--- src/rtl/dffe_pipe.sv ---
// Pipeline register with a valid/ready handshake, an optional two-entry skid buffer and a synchronous flush.
// Data words move through main (q) and skid registers. The registers themselves are not cleared on flush.
module dffe_pipe #(
    parameter int               WIDTH   = 32,
    parameter logic [WIDTH-1:0] RST_VAL = '0,
    parameter bit               SKID    = 1'b1
) (
    input  logic             clk,
    input  logic             rst,
    input  logic             flush,
    input  logic             in_valid,
    output logic             in_ready,
    input  logic [WIDTH-1:0] d,
    output logic             out_valid,
    input  logic             out_ready,
    output logic [WIDTH-1:0] q,
    output logic [1:0]       count
);

    typedef enum logic [1:0] {
        EMPTY = 2'd0,
        ONE   = 2'd1,
        TWO   = 2'd2
    } state_t;

    state_t           state_q, state_d;
    logic [WIDTH-1:0] data_q, data_d;
    logic [WIDTH-1:0] skid_q, skid_d;
    logic             in_ready_q, in_ready_d;
    logic             accept;
    logic             drain;

    assign out_valid = (state_q != EMPTY);
    assign count     = state_q;
    assign q         = data_q;
    // Without the skid entry, a full register can only take a beat while it is being drained.
    assign in_ready  = SKID ? in_ready_q : (~out_valid | out_ready);
    assign accept    = in_valid & in_ready;
    assign drain     = out_valid & out_ready;

    always_comb begin
        state_d = state_q;
        data_d  = data_q;
        skid_d  = skid_q;
        case (state_q)
            EMPTY: begin
                if (accept) begin
                    state_d = ONE;
                    data_d  = d;
                end
            end
            ONE: begin
                if (accept && drain) begin
                    data_d = d;
                end else if (accept && SKID) begin
                    state_d = TWO;
                    skid_d  = d;
                end else if (drain) begin
                    state_d = EMPTY;
                end
            end
            TWO: begin
                if (drain) begin
                    state_d = ONE;
                    data_d  = skid_q;
                end
            end
            default: state_d = EMPTY;
        endcase
        // Flush discards any held beat and whatever is offered, but leaves the data registers untouched.
        if (flush) begin
            state_d = EMPTY;
            data_d  = data_q;
            skid_d  = skid_q;
        end
        in_ready_d = (state_d != TWO);
    end

    always_ff @(posedge clk or posedge rst) begin
        if (rst) begin
            state_q    <= EMPTY;
            data_q     <= RST_VAL;
            skid_q     <= RST_VAL;
            in_ready_q <= 1'b1;
        end else begin
            state_q    <= state_d;
            data_q     <= data_d;
            skid_q     <= skid_d;
            in_ready_q <= in_ready_d;
        end
    end

endmodule

--- config.mk ---
export PLATFORM = sky130hd
export DESIGN_NAME = dffe_pipe
export DESIGN_NICKNAME = d
export VERILOG_FILES = /design/src/rtl/dffe_pipe.sv
export SDC_FILE = /design/constraint.sdc
export NUM_CORES = 1
export LEC_CHECK = 0
export ABC_CLOCK_PERIOD_IN_PS = 4800
export CORE_ASPECT_RATIO = 0.9
export CORE_MARGIN = 1.5
export CORE_UTILIZATION = 50
export CTS_CLUSTER_SIZE = 30
export DETAILED_ROUTE_END_ITERATION = 16
export GPL_TIMING_DRIVEN = 1
export PLACE_DENSITY = 0.85
export SYNTH_ARGS = -nofsm -noshare
export SYNTH_HDL_FRONTEND = slang
export SYNTH_SLANG_ARGS = --single-unit
--- constraint.sdc ---
create_clock -name clk -period 4.8 [get_ports clk]
set_input_delay 1.2 -clock clk [delete_from_list [all_inputs] [get_ports clk]]
set_output_delay 1.2 -clock clk [all_outputs]
set_load 0.05 [all_outputs]
Yosys cells after proc, flatten, opt, wreduce, memory -nomap -nowiden
Cells that the tools add are included.

Equality and inequality tests: 6. Mux-type cells: 11. Bitwise gates (word level): 4. Reduce and logical (&&, ||, !) cells: 6.

Operators by type and width (count): 2-to-1 mux 32 bit (3); one-hot mux 32 bit (3 select lines) (1); 2-to-1 mux 2 bit (6); inequality test 2 bit (second input constant) (4); one-hot mux 2 bit (3 select lines) (1); AND reduction 5 bit (1); AND reduction 4 bit (1); nonzero test 3 bit (1); AND 1 bit (2); equality test 2 x 1 -> 1 bit (second input constant) (1); equality test 2 bit (second input constant) (1); zero test 2 bit (1); NOT 1 bit (2); nonzero test 2 bit (1); logical AND 1 bit (1).

Output and inout bits: 36. Input bits: 37. Logic and storage cells: 31. Flip-flop bits (word level): 67.

Longest topological paths before layout
Depth in word-level cells: 8. Mapped depth: 5. Depth with buffers taken out: 4.

Worst setup path after synthesis
Ideal clock, no wire load.

Kind: reg2out. From: reg state_q[0] (netlist: count[0]). To: out out_valid. Path buffers: 0. Data required time: 3600 ps. Path slack: 2525 ps. Data arrival time: 1075 ps. Cell stages (with the launch flop): 2. Cell sequence: dfrtp_1 -> or2_2.

Word-level cells in the longest chain between the ends: 1.

Ends and longest elaborated chain: start: declaration (RTL line 26) `state_t state_q, state_d;`; start signal: assignment (RTL line 86) `state_q <= state_d;`; nonzero test 2 bit (RTL line 33) `assign out_valid = (state_q != EMPTY);`; end: declaration (RTL line 14) `output logic out_valid,`.

Every way passes these cells.

Final worst setup path
From: reg state_q[1] (netlist: count[1]). To: out out_valid.

Same word-level chain as after synthesis.

==> results.sh <==
export IMPL_switchingPower_w=0.000620
export IMPL_hold_viol_final=0
export IMPL_grt_pass1_vias=1962
export IMPL_synth_top_family_by_area="multiplexers"
export IMPL_grt_pass1_wl_um=9480
export IMPL_status="completed"
export IMPL_clk_pin_slew_ps=70
export IMPL_r2r_slack_ps=2890
export IMPL_ys_flop_type="dfrtp_1"
export IMPL_slowest_delay_ps=700
export IMPL_netlist_top_cells_count="66 x dfrtp_1, 32 x mux2i_1, 32 x nor2_1"
export IMPL_overflow=0
export IMPL_fin_crit_sh=0.623
export IMPL_regToRegStartpoint="count[0]"
export IMPL_hp_start="skid_q[0]"
export IMPL_initial_utilization=0.517
export IMPL_synth_edff_count=0
export IMPL_critical_path_required_ps=3600
export IMPL_final_antenna_net_count=0
export IMPL_die_area_sq_um=6320
export IMPL_ys_ff_latch=67
export IMPL_via_per_inst=5.17
export IMPL_grt_total_usage=0.196
export IMPL_synth_simple_gate_area_frac=0.0667
export IMPL_clock_power_share=0.260
export IMPL_p_seq_frac=0.431
export IMPL_power_frac_comb=0.309
export IMPL_gp_routability_congestion=0.724
export IMPL_grt_start_max_net_pins=47
export IMPL_critical_path_class="reg2out"
export IMPL_hold_path_class="reg2reg"
export IMPL_synth_compound_area_frac=0.0927
export IMPL_clk_latency_ps=330
export IMPL_post_cts_resize_count=0
export IMPL_holdWs_ps=486
export IMPL_finalSetupViolCount=0
export IMPL_rows=26
export IMPL_max_slew_margin=0.261
export IMPL_arrival_ps=1790
export IMPL_port_buffers=72
export IMPL_antenna_found_initial=0
export IMPL_clock_fmax_mhz=335
export IMPL_power_internal_w=0.00118
export IMPL_leakagePower_nw=1.80
export IMPL_synthArstFlopShare=1.00
export IMPL_yosysUniqueCellTypes=24
export IMPL_synth_xor_area_share=0
export IMPL_crit_path_top_delay_cell="clkdlybuf4s50_1"
export IMPL_htreeDepth=3
export IMPL_syn_area_per_cell_sq_um=13.1
export IMPL_die_h_um=75.6
export IMPL_cap_violations=0
export IMPL_cts_hold_fix_buffers=0
export IMPL_cts_made_buffers=9
export IMPL_ir_worst_vdd_v=0.000293
export IMPL_nNetsFinal=335
export IMPL_tns_ps=0
export IMPL_cts_tree="yes"
export IMPL_yosysTopAreaCell="dfrtp_1"
export IMPL_yosys_area_share_adder=0
export IMPL_detail_route_wl_per_cell_um=15.2
export IMPL_core_area_sq_um=5660
export IMPL_cts_root_buf="clkbuf_8"
export IMPL_drive_above_1_share=0.218
export IMPL_rsz0062_at_grt="no"
export IMPL_postCtsSetupRepairBufs=0
export IMPL_synthTopCellsByArea="dfrtp_1 56%, mux2i_1 11%, mux2_2 8.5%"
export IMPL_vias=1930
export IMPL_first_iter_violations=146
export IMPL_clockBufferDepth=2
export IMPL_num_antenna_cells=0
export IMPL_crit_family="buffers and inverters"
export IMPL_ioPinCount=73
export IMPL_yosysWarnings=0
export IMPL_die_w_um=83.7
export IMPL_worstReg2RegEnd="q[17]"
export IMPL_path_max_fanout=8
export IMPL_synth_nets=261
export IMPL_p_per_area_nw_per_um2=464
export IMPL_synth_most_common_cell="dfrtp_1"
export IMPL_drc=0
export IMPL_r2r_cells=3
export IMPL_netlist_instances=224
export IMPL_ys_seq_area_frac=0.573
export IMPL_totalWireLength_um=5670
export IMPL_synthMuxAreaShare=0.232
export IMPL_synth_area_sq_um=2930
export IMPL_finalMaxSlewViolations=0
export IMPL_hold_depth=1
export IMPL_syn_to_final_growth_pct=32.6
export IMPL_cp_num_buf_inv=1
export IMPL_dpl_hpwl_um=3630
export IMPL_max_slew_worst_pin_slew_ps=1110
export IMPL_min_period_ps=2990
export IMPL_end_kind="output port"
export IMPL_path_cells="or2_2, clkdlybuf4s50_1"
export IMPL_hold_path_endpoint="skid_q[0]"
export IMPL_synth_top_area_share=0.564
export IMPL_cp_start_kind="flip-flop"
export IMPL_swShare=0.344
export IMPL_skew_ps=5.63
export IMPL_cts_sinks=67
export IMPL_fillers=443
export IMPL_drtPass1Iterations=4
==> sequential cells by signal (all words and copies together), names as in the netlist <==
signal and count:
count 2, q 32, in_ready 1, skid_q 32
==> power groups by stage <==
stage | logic, W | registers [W] | clock network (W)
after floorplan | 0.000183 | 0.000968 | 0
after global placement | 0.000545 | 0.000778 | 0
after detailed placement | 0.000558 | 0.000785 | 0
after CTS | 0.000562 | 0.000777 | 0.000481
after global routing | 0.000591 | 0.000795 | 0.000505
final | 0.000556 | 0.000777 | 0.000470
==> how the worst max path moves through the flow <==
stage / startpoint / end / slack, ps / cells after the start
final: count[1] / out_valid / 1810 / 2
after floorplan: rst / count[0] / 1920 / 1
after detailed placement: in_valid / skid_q[19] / 1790 / 5
after global placement: in_valid / skid_q[16] / 1840 / 5
after global routing: count[1] / out_valid / 1750 / 2
after CTS: count[1] / out_valid / 1800 / 2
==> through the flow <==
| step | area, sq um | utilization | instances | power [W] | worst slack (ps) |
|---|---|---|---|---|---|
| floorplan | 2930 | - | 224 | 0.00115 | 1920 |
| global placement | 3680 | 0.650 | 357 | 0.00132 | 1840 |
| detailed placement | 3680 | 0.650 | 357 | 0.00134 | 1790 |
| CTS | 3880 | 0.686 | 373 | 0.00182 | 1800 |
| global route | 3880 | 0.686 | 373 | 0.00189 | 1750 |
| finish | 3880 | 0.686 | 373 | 0.00180 | 1810 |
==> area by class of cell <==
class / count / area [sq um] / area share
Clock buffer: 10 / 138 / 0.0354
Clock inverter: 6 / 65.1 / 0.0168
Inverter: 2 / 7.51 / 0.00193
Multi-Input combinational cell: 142 / 1160 / 0.298
Sequential cell: 67 / 1680 / 0.432
Tap cell: 70 / 87.6 / 0.0226
Timing Repair Buffer: 76 / 751 / 0.193
==> metal layers <==
metal	wire, um	track usage	vias to the layer above
met5	0	0	-
met4	62	0.0710	0
met3	303	0.0553	9
met2	2610	0.311	62
met1	2700	0.263	929
li1	-	-	930
==> cell families after synthesis <==
family / count (synthesis)
AND/OR/NAND/NOR: 42
AO/OA/AOI/OAI: 36
multiplexers: 64
flip-flops: 67
buffers and inverters: 15
==> placed cells by master, fill, tap and decap left out, types with 2 or more instances in the layout <==
master / count
mux2_1: 10
buf_4: 4
mux2i_1: 32
clkdlybuf4s50_1: 72
nand3b_1: 2
nor2_1: 32
a21oi_2: 18
dfrtp_1: 66
mux2_2: 22
a21oi_1: 14
clkinv_2: 2
nand4b_1: 2
clkbuf_8: 10
clkinv_4: 2
Note: power is estimated with default switching activity, not from simulation.
==> patch 1, RTL diff (same settings) <==
Reset style: synchronous (`rst`), changed in one clocked block.
--- a/src/rtl/dffe_pipe.sv
+++ b/src/rtl/dffe_pipe.sv
@@ -78,3 +78,3 @@
 
-    always_ff @(posedge clk or posedge rst) begin
+    always_ff @(posedge clk) begin
         if (rst) begin
Check against the original RTL: differs if rst is asserted again (counterexample within 4 cycles, from zero or initial values and one cycle with rst high); with rst held inactive, the same outputs for 10 cycles.
==> patch 1 against the unedited design <==
- fmax increased by 0.47%
- setup slack improved by 0.014 ns
- cell area decreased by 3.5%
- wire length increased by 8.7%
- global-route usage increased by 1.9 points
- die area decreased by 3.0%
- via count increased by 21%
- count of clock-buffer cells in the layout increased by 4
- critical endpoint unchanged
- area after synthesis decreased by 3.2%
- sequential share of layout area decreased by 7.4 points
- first-iteration DRC count decreased by 17%
- sequential cell count unchanged
Power is not compared: it rests on default switching activity, and its combinational part moved more than twofold at a synthesized area within 25%.
==> patch 1: results (changes against the unedited design) <==
Synth
  – Asr flop ratio synth: 0 (-1.00)
  – Post-synthesis sequential area ratio: 0.473 (-0.100)
  – Mean Syn Cell Area: 9.42 um^2 (-28%)
  – Syn nets: 338 (+30%)
  – Synth top area cells: dfxtp_1, a211oi_2, mux2i_1
  – Commonest cells post-synth: dfxtp_1, nand2_1, nor2_1, mux2i_1, a21oi_1
  – Top FF cell, synth: dfxtp_1
  – Synth cell types: 25 (+4.2%)

STA
  – Worst Tran Pin Value: 1.10 ns (-0.00757 ns)
  – Skew final: 0.00692 ns (+0.00129 ns)

Place
  – HPWL Detailed: 3870 um (+6.5%)
  – Placed cell area: 3530 um^2 (-3.9%)
  – GPL Wtd Cong: 0.721 (-0.39%)
  – Pre-CTS setup slack: 1.59 ns (-0.203 ns)
  – Inst Count DP: 420 (+18%)

Final layout
  – Fraction of layout cells with a size suffix above 1: 0.136 (-0.0820)
  – Nets: 401 (+20%)
  – Antenna diodes: 0 (unchanged)

Detailed routing
  – WL per Instance: 14.2 um (-6.8%)
  – Routed vias: 2328 (+21%)
  – WL final: 6160 um (+8.7%)
  – DRT iter0 DRCs: 121 (-17%)

GRT
  – GRT met2 Usage: 0.346 (+0.0350)
  – GRT Total Usage: 0.215 (+0.0192)
  – Largest net degree at the start of global routing: 68 (+45%)
  – Met1 Use GR: 0.258 (-0.00538)
  – Number of antenna violations at the first check in global routing: 0 (unchanged)
  – Vias in the first global route: 2196 (+12%)
  – First-pass GRT wire length: 9890 um (+4.4%)
  – Met3 Usage GRT: 0.0957 (+0.0405)

Worst setup path
  – Crit Path Max Fanout: 9 (+1)
  – R2R cell count: 5 (+2)
  – Slowest-stage cell, CP: clkdlybuf4s50_1
  – CP max stage delay: 0.79 ns (+0.09 ns)

CTS
  – Worst-case clock buffer depth: 2 (unchanged)
  – Root Driver: clkbuf_8
  – H-Tree Depth: 3 (unchanged)
  – Clock slew at reported path FFs: 0.07 ns (about the same)

Min path
  – WHS Path Cells: 2 (+1)
  – Min-Delay Path Class: reg -> reg

Pwr
  – Max IR drop VDD: 0.241 mV

Status
  – Outcome: finished clean
[patch 1: changes by cell type after synthesis, sizes merged, moves of 11 or more]
cell | unedited run | this run
dfrtp | 66 | 0
a211oi | 0 | 32
dfxtp | 0 | 67
clkbuf | 0 | 11
nand2 | 1 | 65
mux2 | 32 | 0
[patch 1: final cells by class]
type                            count  area [um^2]
Fill cell                         410         1600
Multi-Input combinational cell    210         1360
Timing Repair Buffer               76          746
Sequential cell                    67         1340
Clock inverter                      1         30.0
Clock buffer                       14          183
Tap cell                           67         83.8
[patch 1: worst reg2reg max path, cell delays in order (launching register included)]
cell and delay [ns]:
dfxtp_1 0.39, nand4bb_1 0.31, a31oi_4 0.20, buf_4 0.62, nor2_1 0.19, a211oi_2 0.21
[patch 1: logic make-up after synthesis]
logic type      Yosys count  synth area share
simple gates            110             0.159
compound gates           67             0.204
flops                    67             0.473
mux                      33             0.117
buf+inv                  24            0.0468
[patch 1: worst paths after layout]
check         endpoint  slack, ns  startpoint
max          out_valid       1.82    count[1]
min          skid_q[6]       0.45   skid_q[6]
max reg2reg      q[27]       2.80    count[1]
min reg2reg  skid_q[6]       0.45   skid_q[6]
[patch 1: power groups by stage]
stage          clock network [mW]  logic, mW  registers, mW
6_report                    0.497      0.251          0.596
5_1_grt                     0.530      0.266          0.598
4_1_cts                     0.508      0.253          0.596
3_5_place_dp                    0      0.252          0.608
3_3_place_gp                    0      0.248          0.608
2_1_floorplan                   0     0.0871          0.684
[patch 1: routing by layer]
layer  wire (um)  vias to the layer above  part of all wire
li1            -                     1159                 -
met1        2800                     1096              0.45
met2        2870                       62              0.46
met3         420                       11             0.068
met4          76                        0             0.012
met5           0                        -                 0
==> patch 2, RTL diff (same settings) <==
Made on the original files. The parameter `WIDTH` goes from 32 to 64.
--- a/src/rtl/dffe_pipe.sv
+++ b/src/rtl/dffe_pipe.sv
@@ -3,3 +3,3 @@
 module dffe_pipe #(
-    parameter int               WIDTH   = 32,
+    parameter int               WIDTH   = 64,
     parameter logic [WIDTH-1:0] RST_VAL = '0,
Ports: changed (resized d and q); port bits go from 73 to 137. The function was not compared with the original's and may differ.
==> patch 2 against the unedited design <==
- wire length grew 110%
- count of clock-buffer cells in the layout grew 12
- critical endpoint unchanged
- synthesized cell count grew 92%
- sequential power grew 98%
- fmax shrank 4.6%
- largest cell class unchanged
- sequential cell count grew 64
- utilization grew 1.1 points
- cell area grew 94%
- area after synthesis grew 89%
- combinational power grew 96%
- total power grew 110%
- register-to-register slack lost 0.26 ns
- setup slack lost 0.15 ns
==> patch 2: results (changes against the unedited design) <==
GRT
  – First-pass GRT wire length: 18900 um (+99%)
  – Largest net degree at the start of global routing: 83 (+77%)
  – Vias in the first global route: 3924 (+100%)
  – Number of antenna violations at the first check in global routing: 0 (unchanged)
  – GRT Total Usage: 0.210 (+0.0144)

Place
  – Placed cell area: 6980 um^2 (+90%)
  – PortBufs: 136 (+89%)
  – Pre-CTS setup slack: 1.38 ns (-0.415 ns)
  – Inst Count DP: 676 (+89%)
  – GPL Wtd Cong: 0.749 (+3.5%)
  – HPWL Detailed: 7620 um (+110%)

Detailed routing
  – Routed vias: 3742 (+94%)
  – Total iterations of the first detailed-routing run: 4 (unchanged)
  – WL final: 11600 um (+110%)
  – DRT iter0 DRCs: 156 (+6.8%)
  – Number of vias per cell: 5.29 (+2.1%)

Worst setup path
  – R2R cell count: 4 (+1)
  – R2R Path End: skid_q[55]
  – Setup slack, reg-to-reg: 2.63 ns (-0.26 ns)
  – Worst setup startpoint: count[0]
  – Reg-to-Reg Start: in_ready
  – Worst path arrival time: 1.93 ns (+0.14 ns)

CTS
  – Root Driver: clkbuf_16
  – Clock slew at reported path FFs: 0.05 ns (-0.02 ns)
  – Num CTS Buffers: 17 (+8)
  – Worst skew pair latency: 0.40 ns (+0.07 ns)
  – H-Tree Depth: 4 (+1)

Final layout
  – Fraction of layout cells with a size suffix above 1: 0.174 (-0.0439)
  – Antenna diodes: 0 (unchanged)
  – Fillers: 791 (+79%)
  – Nets: 631 (+88%)

Synth
  – Commonest cells post-synth: dfrtp_1, a21oi_1, mux2i_1, nor2_1, mux2_2
  – Synth top area cells: dfrtp_1, mux2i_1, mux2_2
  – Compound-cell area share of the yosys netlist: 0.0629 (-0.0298)
  – Syn nets: 499 (+91%)
  – Asr flop ratio synth: 1.00 (unchanged)
  – Post-synthesis sequential area ratio: 0.591 (+0.0182)
  – Mean Syn Cell Area: 12.9 um^2 (-1.3%)
  – Post-synthesis mux area share: 0.252 (+0.0197)

Min path
  – Worst Hold End: skid_q[19]

STA
  – WHS: 0.485 ns (-0.00173 ns)
  – Highest clock rate: 319 MHz (-4.6%)
  – Skew final: 0.00726 ns (+0.00162 ns)
  – Max_slew headroom: 0.224 (-0.0366)

Status
  – Outcome: finished clean

Pwr
  – Lkg Pwr: 3.57 nW (+98%)
  – Max IR drop VDD: 0.313 mV (+6.6%)
patch 2: area by class of cell:
cell class,instances,area (um^2),share of cell area
inverter,2,10.0,0.00133
sequential,131,3280,0.435
tap,133,166,0.0221
clock buffer,22,474,0.0629
clock inverter,10,82.6,0.0110
timing repair buffer,140,1420,0.188
multi-input combinational,270,2110,0.280
patch 2: metal layers:
metal  track usage  share of wire
met1         0.263           0.44
met2         0.350           0.50
met3        0.0606          0.044
met4        0.0808          0.011
met5             0              0
patch 2: report_power, final:
group / internal (mW) / leakage (nW) / switching, mW / total (mW)
clock: 0.747 / 0.271 / 0.443 / 1.19
sequential: 1.38 / 1.53 / 0.158 / 1.54
combinational: 0.450 / 1.77 / 0.636 / 1.09
patch 2: kinds of logic (layout without fill, tap and decap cells):
| kind of cell | count (synthesis) | after routing |
|---|---|---|
| AO/OA/AOI/OAI | 68 | 68 |
| flip-flops | 131 | 131 |
| AND/OR/NAND/NOR | 74 | 74 |
| multiplexers | 128 | 128 |
| buffers and inverters | 29 | 174 |
